File: src/rtl/autosa_cmac_reg_group_ctrl_if.sv
// -----------------------------------------------------------------------------
// autosa_cmac_reg_group_ctrl_if
//   Bundles the register-block and datapath signals of the CMAC ping-pong
//   register-group sequencer.
//
//   slave  modport : sequencer view (register writes and dp_done in,
//                    group status / datapath controls / pulses out)
//   master modport : environment view (register block + datapath)
//
//   Signals:
//     producer     software group pointer
//     op_en_wr     per-group OP_ENABLE write strobe
//     op_en_wdata  OP_ENABLE write data bit 0
//     dp_done      datapath layer-complete pulse
//     consumer     group owned / next owned by the datapath
//     status_0/1   group state (0 IDLE, 1 PENDING, 2 RUNNING)
//     dp_op_en     datapath enable level
//     dp_grp       group the datapath reads its config from
//     prod_busy    producer group is not IDLE
//     done_intr    layer-done pulse, done_grp = completed group
//     err_wr       rejected OP_ENABLE write pulse
//     err_done     dp_done with no RUNNING group pulse
//     timeout      watchdog pulse
// -----------------------------------------------------------------------------
interface autosa_cmac_reg_group_ctrl_if;
  logic       producer;
  logic [1:0] op_en_wr;
  logic       op_en_wdata;
  logic       dp_done;
  logic       consumer;
  logic [1:0] status_0;
  logic [1:0] status_1;
  logic       dp_op_en;
  logic       dp_grp;
  logic       prod_busy;
  logic       done_intr;
  logic       done_grp;
  logic       err_wr;
  logic       err_done;
  logic       timeout;

  modport slave (
    input  producer, op_en_wr, op_en_wdata, dp_done,
    output consumer, status_0, status_1, dp_op_en, dp_grp, prod_busy,
           done_intr, done_grp, err_wr, err_done, timeout
  );

  modport master (
    output producer, op_en_wr, op_en_wdata, dp_done,
    input  consumer, status_0, status_1, dp_op_en, dp_grp, prod_busy,
           done_intr, done_grp, err_wr, err_done, timeout
  );
endinterface

File: src/rtl/autosa_cmac_reg_group_ctrl.sv
// -----------------------------------------------------------------------------
// autosa_cmac_reg_group_ctrl
//   Ping-pong register-group sequencer for the CMAC core. Tracks the state of
//   the two shadow register groups, hands them to the datapath strictly in
//   order (consumer pointer), drives dp_op_en and the layer-done interrupt.
//
//   Ports:
//     autosa_core_clk   core clock
//     autosa_core_rstn  asynchronous active-low reset
//     bus               autosa_cmac_reg_group_ctrl_if.slave (see interface)
//
//   Optional feature macro: AUTOSA_CMAC_REG_GROUP_TIMEOUT_EN
//     Defined     : TIMEOUT_W-bit watchdog aborts a layer after TIMEOUT_CYC
//                   RUNNING cycles and pulses timeout.
//     Not defined : no watchdog, timeout is constant 0.
// -----------------------------------------------------------------------------
module autosa_cmac_reg_group_ctrl #(
  parameter int unsigned          LAUNCH_DLY  = 2,
  parameter int unsigned          TIMEOUT_W   = 16,
  parameter logic [TIMEOUT_W-1:0] TIMEOUT_CYC = 16'hFFFF
) (
  input logic                          autosa_core_clk,
  input logic                          autosa_core_rstn,
  autosa_cmac_reg_group_ctrl_if.slave  bus
);

  typedef enum logic [1:0] {
    ST_IDLE    = 2'd0,
    ST_PENDING = 2'd1,
    ST_RUNNING = 2'd2
  } grp_state_t;

  localparam logic [3:0] LAUNCH_LAST = 4'(LAUNCH_DLY - 1);

  grp_state_t state_r     [2];
  grp_state_t state_nxt_s [2];
  grp_state_t cur_state_s;

  logic       consumer_r,  consumer_nxt_s;
  logic       dp_op_en_r,  dp_op_en_nxt_s;
  logic       settle_r,    settle_nxt_s;
  logic [3:0] launch_cnt_r, launch_cnt_nxt_s;
  logic       done_intr_r, done_intr_nxt_s;
  logic       done_grp_r,  done_grp_nxt_s;
  logic       err_wr_r,    err_wr_nxt_s;
  logic       err_done_r,  err_done_nxt_s;
  logic       timeout_r,   timeout_nxt_s;
  logic [1:0] wr_accept_s;
  logic [1:0] grp_busy_s;
  logic       wdog_fire_s;

  assign cur_state_s   = state_r[consumer_r];
  assign grp_busy_s[0] = (state_r[0] != ST_IDLE);
  assign grp_busy_s[1] = (state_r[1] != ST_IDLE);
  // A write is judged against the pre-edge state, so a write landing on the
  // edge that retires a group is still rejected.
  assign wr_accept_s   = bus.op_en_wr & {2{bus.op_en_wdata}} & ~grp_busy_s;

`ifdef AUTOSA_CMAC_REG_GROUP_TIMEOUT_EN
  logic [TIMEOUT_W-1:0] wdog_r;

  // Watchdog: counts RUNNING cycles, cleared whenever the datapath is idle.
  always_ff @(posedge autosa_core_clk or negedge autosa_core_rstn) begin
    if (!autosa_core_rstn) begin
      wdog_r <= '0;
    end else if (dp_op_en_r) begin
      wdog_r <= wdog_r + TIMEOUT_W'(1);
    end else begin
      wdog_r <= '0;
    end
  end

  assign wdog_fire_s = dp_op_en_r & (wdog_r == (TIMEOUT_CYC - TIMEOUT_W'(1)));
`else
  assign wdog_fire_s = 1'b0;
`endif

  // Next-state logic for both groups, launch counter and event pulses.
  always_comb begin
    state_nxt_s[0]   = state_r[0];
    state_nxt_s[1]   = state_r[1];
    consumer_nxt_s   = consumer_r;
    dp_op_en_nxt_s   = dp_op_en_r;
    settle_nxt_s     = 1'b0;
    launch_cnt_nxt_s = 4'd0;
    done_intr_nxt_s  = 1'b0;
    done_grp_nxt_s   = done_grp_r;
    timeout_nxt_s    = 1'b0;
    err_wr_nxt_s     = |(bus.op_en_wr & grp_busy_s);
    err_done_nxt_s   = bus.dp_done & (cur_state_s != ST_RUNNING);

    for (int g = 0; g < 2; g++) begin
      if (wr_accept_s[g]) begin
        state_nxt_s[g] = ST_PENDING;
      end else begin
        state_nxt_s[g] = state_r[g];
      end
    end

    // Writes only act on IDLE groups and the consumer handling below only on
    // PENDING/RUNNING, so the two never collide on the same group.
    case (cur_state_s)
      ST_PENDING: begin
        // settle_r holds the counter for one cycle after a hand-over, so a
        // back-to-back launch trails the previous done by LAUNCH_DLY+1.
        if (!dp_op_en_r && !settle_r) begin
          if (launch_cnt_r == LAUNCH_LAST) begin
            state_nxt_s[consumer_r] = ST_RUNNING;
            dp_op_en_nxt_s          = 1'b1;
          end else begin
            launch_cnt_nxt_s = launch_cnt_r + 4'd1;
          end
        end else begin
          launch_cnt_nxt_s = 4'd0;
        end
      end
      ST_RUNNING: begin
        // dp_done outranks a watchdog firing in the same cycle.
        if (bus.dp_done) begin
          state_nxt_s[consumer_r] = ST_IDLE;
          dp_op_en_nxt_s          = 1'b0;
          consumer_nxt_s          = ~consumer_r;
          settle_nxt_s            = 1'b1;
          done_intr_nxt_s         = 1'b1;
          done_grp_nxt_s          = consumer_r;
        end else if (wdog_fire_s) begin
          state_nxt_s[consumer_r] = ST_IDLE;
          dp_op_en_nxt_s          = 1'b0;
          consumer_nxt_s          = ~consumer_r;
          settle_nxt_s            = 1'b1;
          timeout_nxt_s           = 1'b1;
        end else begin
          dp_op_en_nxt_s = 1'b1;
        end
      end
      default: begin
        launch_cnt_nxt_s = 4'd0;
      end
    endcase
  end

  // State and registered-output update.
  always_ff @(posedge autosa_core_clk or negedge autosa_core_rstn) begin
    if (!autosa_core_rstn) begin
      state_r[0]   <= ST_IDLE;
      state_r[1]   <= ST_IDLE;
      consumer_r   <= 1'b0;
      dp_op_en_r   <= 1'b0;
      settle_r     <= 1'b0;
      launch_cnt_r <= 4'd0;
      done_intr_r  <= 1'b0;
      done_grp_r   <= 1'b0;
      err_wr_r     <= 1'b0;
      err_done_r   <= 1'b0;
      timeout_r    <= 1'b0;
    end else begin
      state_r[0]   <= state_nxt_s[0];
      state_r[1]   <= state_nxt_s[1];
      consumer_r   <= consumer_nxt_s;
      dp_op_en_r   <= dp_op_en_nxt_s;
      settle_r     <= settle_nxt_s;
      launch_cnt_r <= launch_cnt_nxt_s;
      done_intr_r  <= done_intr_nxt_s;
      done_grp_r   <= done_grp_nxt_s;
      err_wr_r     <= err_wr_nxt_s;
      err_done_r   <= err_done_nxt_s;
      timeout_r    <= timeout_nxt_s;
    end
  end

  assign bus.consumer  = consumer_r;
  assign bus.dp_grp    = consumer_r;
  assign bus.status_0  = state_r[0];
  assign bus.status_1  = state_r[1];
  assign bus.dp_op_en  = dp_op_en_r;
  assign bus.done_intr = done_intr_r;
  assign bus.done_grp  = done_grp_r;
  assign bus.err_wr    = err_wr_r;
  assign bus.err_done  = err_done_r;
  assign bus.timeout   = timeout_r;
  assign bus.prod_busy = grp_busy_s[bus.producer];

endmodule
File: src/flat_wrapper.sv
// flat-port wrapper written by rule: the top's interface ports become plain ports
module autosa_cmac_reg_group_ctrl_flat 
#(
  parameter int unsigned          LAUNCH_DLY  = 2,
  parameter int unsigned          TIMEOUT_W   = 16,
  parameter logic [TIMEOUT_W-1:0] TIMEOUT_CYC = 16'hFFFF
)
  (autosa_core_clk, autosa_core_rstn, bus_producer, bus_op_en_wr, bus_op_en_wdata, bus_dp_done, bus_consumer, bus_status_0, bus_status_1, bus_dp_op_en, bus_dp_grp, bus_prod_busy, bus_done_intr, bus_done_grp, bus_err_wr, bus_err_done, bus_timeout);
  autosa_cmac_reg_group_ctrl_if bus_i ();
  input logic autosa_core_clk;
  input logic autosa_core_rstn;
  input wire logic [$bits(bus_i.producer)-1:0] bus_producer;
  input wire logic [$bits(bus_i.op_en_wr)-1:0] bus_op_en_wr;
  input wire logic [$bits(bus_i.op_en_wdata)-1:0] bus_op_en_wdata;
  input wire logic [$bits(bus_i.dp_done)-1:0] bus_dp_done;
  output wire logic [$bits(bus_i.consumer)-1:0] bus_consumer;
  output wire logic [$bits(bus_i.status_0)-1:0] bus_status_0;
  output wire logic [$bits(bus_i.status_1)-1:0] bus_status_1;
  output wire logic [$bits(bus_i.dp_op_en)-1:0] bus_dp_op_en;
  output wire logic [$bits(bus_i.dp_grp)-1:0] bus_dp_grp;
  output wire logic [$bits(bus_i.prod_busy)-1:0] bus_prod_busy;
  output wire logic [$bits(bus_i.done_intr)-1:0] bus_done_intr;
  output wire logic [$bits(bus_i.done_grp)-1:0] bus_done_grp;
  output wire logic [$bits(bus_i.err_wr)-1:0] bus_err_wr;
  output wire logic [$bits(bus_i.err_done)-1:0] bus_err_done;
  output wire logic [$bits(bus_i.timeout)-1:0] bus_timeout;
  assign bus_i.producer = bus_producer;
  assign bus_i.op_en_wr = bus_op_en_wr;
  assign bus_i.op_en_wdata = bus_op_en_wdata;
  assign bus_i.dp_done = bus_dp_done;
  assign bus_consumer = bus_i.consumer;
  assign bus_status_0 = bus_i.status_0;
  assign bus_status_1 = bus_i.status_1;
  assign bus_dp_op_en = bus_i.dp_op_en;
  assign bus_dp_grp = bus_i.dp_grp;
  assign bus_prod_busy = bus_i.prod_busy;
  assign bus_done_intr = bus_i.done_intr;
  assign bus_done_grp = bus_i.done_grp;
  assign bus_err_wr = bus_i.err_wr;
  assign bus_err_done = bus_i.err_done;
  assign bus_timeout = bus_i.timeout;
  autosa_cmac_reg_group_ctrl #(.LAUNCH_DLY(LAUNCH_DLY), .TIMEOUT_W(TIMEOUT_W), .TIMEOUT_CYC(TIMEOUT_CYC)) u_core (.autosa_core_clk(autosa_core_clk), .autosa_core_rstn(autosa_core_rstn), .bus(bus_i));
endmodule
File: config.mk
export PLATFORM = sky130hd
export DESIGN_NAME = autosa_cmac_reg_group_ctrl_flat
export DESIGN_NICKNAME = d
export VERILOG_FILES = /design/src/rtl/autosa_cmac_reg_group_ctrl_if.sv /design/src/rtl/autosa_cmac_reg_group_ctrl.sv /design/src/flat_wrapper.sv
export SDC_FILE = /design/constraint.sdc
export NUM_CORES = 1
export LEC_CHECK = 0
export CORE_ASPECT_RATIO = 0.75
export CORE_MARGIN = 1
export CORE_UTILIZATION = 32
export CTS_CLUSTER_SIZE = 30
export DETAILED_ROUTE_END_ITERATION = 6
export HOLD_SLACK_MARGIN = 0.05
export SETUP_SLACK_MARGIN = 0.02
export SLEW_MARGIN = 20
export SYNTH_ARGS = -nofsm -noshare
export SYNTH_HDL_FRONTEND = slang
export SYNTH_SLANG_ARGS = --single-unit
File: constraint.sdc
create_clock -name autosa_core_clk -period 2.1 [get_ports autosa_core_clk]
set_input_delay 0.21 -clock autosa_core_clk [delete_from_list [all_inputs] [get_ports autosa_core_clk]]
set_output_delay 0.21 -clock autosa_core_clk [all_outputs]
set_load 0.1 [all_outputs]
==> flow_summary.json <==
{
  "coreArea_um2": 2080,
  "r2r_start": "u_core.bus.consumer",
  "min_period_ns": 1.97,
  "stdcell_count": 120,
  "cp.depth": 6,
  "path_buf_inv": 1,
  "postLayoutCellArea_um2": 985,
  "port_buffers": 18,
  "violations": "DRC",
  "syn-num-nets": 87,
  "rsz0062_at_grt": "false",
  "placed_cells": 116,
  "root_buffer": "clkbuf_4",
  "fmax_mhz": 509,
  "placed_area_um2": 956,
  "die-height_um": 43.5,
  "ios": 20,
  "wl_per_cell_um": 13.3,
  "synth_cell_type_count": 23,
  "drive_gt1_share_pct": 29.2,
  "clk_path_buf_depth": 2,
  "critical-path-top-delay-family": "simple AND/OR/NAND/NOR gates",
  "setup_viol_count_final": 0,
  "grt_max_degree": 15,
  "synth_area_um2": 736,
  "utilization_pct": 47.2,
  "worstSetupPathType": "flop to flop",
  "crit_start": "u_core.bus.consumer",
  "detail-route-antenna-nets": 0,
  "cts_tree": "built",
  "max-cap-violations": 0,
  "hpwl_um": 1190,
  "vias": 618,
  "gp_congestion": 0.784,
  "grt_overflow": 0,
  "hp-class": "primary input to asynchronous set/reset pin",
  "status": "complete, but fails checks",
  "cp-endpoint": "u_core.bus.status_0[1]",
  "cts_sinks": 14,
  "die_w_um": 57.4,
  "syn_area_per_cell_um2": 9.68,
  "multi_input_area_um2": 373,
  "cts-buffers-inserted": 3,
  "ys_seq_area_share_pct": 47.6,
  "start_kind": "flop",
  "antenna_found_initial": 0,
  "start_util_pct": 35.3,
  "crit_required_ns": 2.29,
  "clk_latency_ns": 0.28,
  "path_cells": "mux2i_1 > inv_1 > ha_4 > nor4b_4 > nor3b_2 > a2bb2oi_1",
  "drc": 2,
  "vias_per_cell": 5.15,
  "hold_viol_final": 0,
  "drt-initial-drc-count": 14,
  "cts-htree-levels": 1,
  "postSynthRegisterBits": 14,
  "worst_setup_path_end_kind": "flop",
  "yosys_warnings": 0,
  "wirelength_um": 1590,
  "clock_skew_ns": 0.00752,
  "seqCellArea_um2": 359,
  "antenna_cells": 0,
  "nFillCells": 203,
  "arrival_ns": 2.15,
  "synth_cells": 76,
  "reg2regPathDepth": 6,
  "cts_hold_buf": 0,
  "syn_to_final_growth_pct": 33.8,
  "slew_headroom_pct": 56.9,
  "grt_pass1_wl_um": 2860,
  "die-area_um2": 2500,
  "setup_tns_ns": 0,
  "row_count": 14,
  "slew_violations": 0,
  "grtUsageTotal_pct": 15.6,
  "cpPeakStageDelay_ns": 0.56,
  "crit_path_top_delay_cell": "dfrtp_4",
  "r2r_slack_ns": 0.13,
  "worst-slew-pin-transition_ns": 0.644,
  "clkTransAtPathRegs_ns": 0.08,
  "r2r_end": "u_core.bus.status_0[1]",
  "fin_nets": 108,
  "worst-path-max-fanout": 12,
  "period_share_pct": 93.6,
  "grt_pass1_vias": 619,
  "dr.pass1.iters": 6
}
## cell families (layout without fill, tap and decap cells)
kind of cell               count (synthesis)  after routing  synth area share, %
and+or+nand+nor                           23             23                 15.5
adders and majority gates                  4              4                 6.80
muxes                                      2              2                 2.72
xor gates and xnor gates                   3              3                 3.57
other                                      1              1                0.510
AOI/OAI and AO/OA                         19             19                 16.7
buffers and inverters                     10             30                 6.63
DFF                                       14             14                 47.6
## what timing repair did
item,CTS,global route
setup buffers,0,0
setup endpoints to repair,0,3
gates resized for setup,0,1
## layout by cell type, fill, tap and decap left out, types with 2 or more instances in the layout
cell type / synthesis / routed
dfrtp_2: 0 / 4
inv_1: 7 / 7
buf_4: 3 / 12
o21ai_0: 7 / 7
nor2_1: 11 / 11
ha_1: 4 / 2
nor3_1: 2 / 2
o22a_1: 2 / 2
dfrtp_1: 14 / 9
a21oi_1: 4 / 3
clkbuf_4: 0 / 3
clkdlybuf4s50_1: 0 / 6
nand2_1: 5 / 5
a211oi_1: 2 / 2
xnor2_1: 2 / 2
## sequential cells by signal (all words and copies together), names as in the netlist
| name | count |
|---|---|
| u_core.bus.consumer | 1 |
| u_core.bus.done_grp | 1 |
| u_core.bus.err_wr | 1 |
| u_core.bus.dp_op_en | 1 |
| u_core.settle_r | 1 |
| u_core.bus.status_1 | 2 |
| u_core.launch_cnt_r | 4 |
| u_core.bus.status_0 | 2 |
| u_core.bus.err_done | 1 |
## worst min path at each step
stage | endpoint | slack, ns | depth (start not counted)
after CTS | u_core.bus.dp_op_en | 0.34 | 1
after global placement | u_core.bus.done_grp | 0.47 | 2
final | u_core.launch_cnt_r[1] | 0.32 | 1
after detailed placement | u_core.bus.done_grp | 0.47 | 2
after floorplan | u_core.bus.done_grp | -0.09 | 0
after global routing | u_core.launch_cnt_r[1] | 0.36 | 1
## cells in the mapped netlist (all sizes together)
master	instances	area share (%)
o21ai	7	4.8
inv	7	3.6
a211oi	2	2.0
nor3b	2	2.0
ha	4	6.8
dfrtp	14	48
nor2	11	5.6
xnor2	2	2.4
or3b	1	1.2
xor2	1	1.2
nand2	5	2.6
a21oi	4	2.7
mux2i	2	2.7
a41oi	1	1.2
a21o	1	1.2
a2bb2oi	1	1.2
nand3	1	0.68
nor3	2	1.4
conb	1	0.51
o22a	2	2.4
buf	3	3.1
nor4b	1	2.0
o2bb2ai	1	1.2
## layer usage
| metal | up-vias | track usage [%] | wire, um |
|---|---|---|---|
| li1 | 298 | - | - |
| met1 | 282 | 20.8 | 761 |
| met2 | 29 | 24.2 | 712 |
| met3 | 9 | 5.37 | 85 |
| met4 | 0 | 4.39 | 35 |
| met5 | - | 0 | 0 |
## worst reg2reg max path, delay by kind of cell (launching register included)
kind            cells  cell delay [ns]
mux                 1             0.23
compound gates      1             0.19
flops               1             0.56
fa+ha+maj           1             0.25
simple gates        2             0.57
buf+inv             1             0.10
## stage by stage
| stage | hold slack (ns) | worst slack [ns] |
|---|---|---|
| 3_3_place_gp | 0.469 | 0.165 |
| 6_report | 0.322 | 0.135 |
| 4_1_cts | 0.337 | 0.125 |
| 3_5_place_dp | 0.475 | 0.145 |
| 5_1_grt | 0.358 | 0.0468 |
| 2_1_floorplan | -0.0856 | 0.00271 |
## area by class of cell
class / instances / area share, %
multi-input combinational: 52 / 37.9
tap: 24 / 3.05
clock buffer: 4 / 2.67
timing repair buffer: 19 / 17.3
sequential: 14 / 36.5
inverter: 7 / 2.67
Power is left out: the tool's default activity adds up to more than one toggle a clock period on the data nets, which glitch-free logic cannot reach.
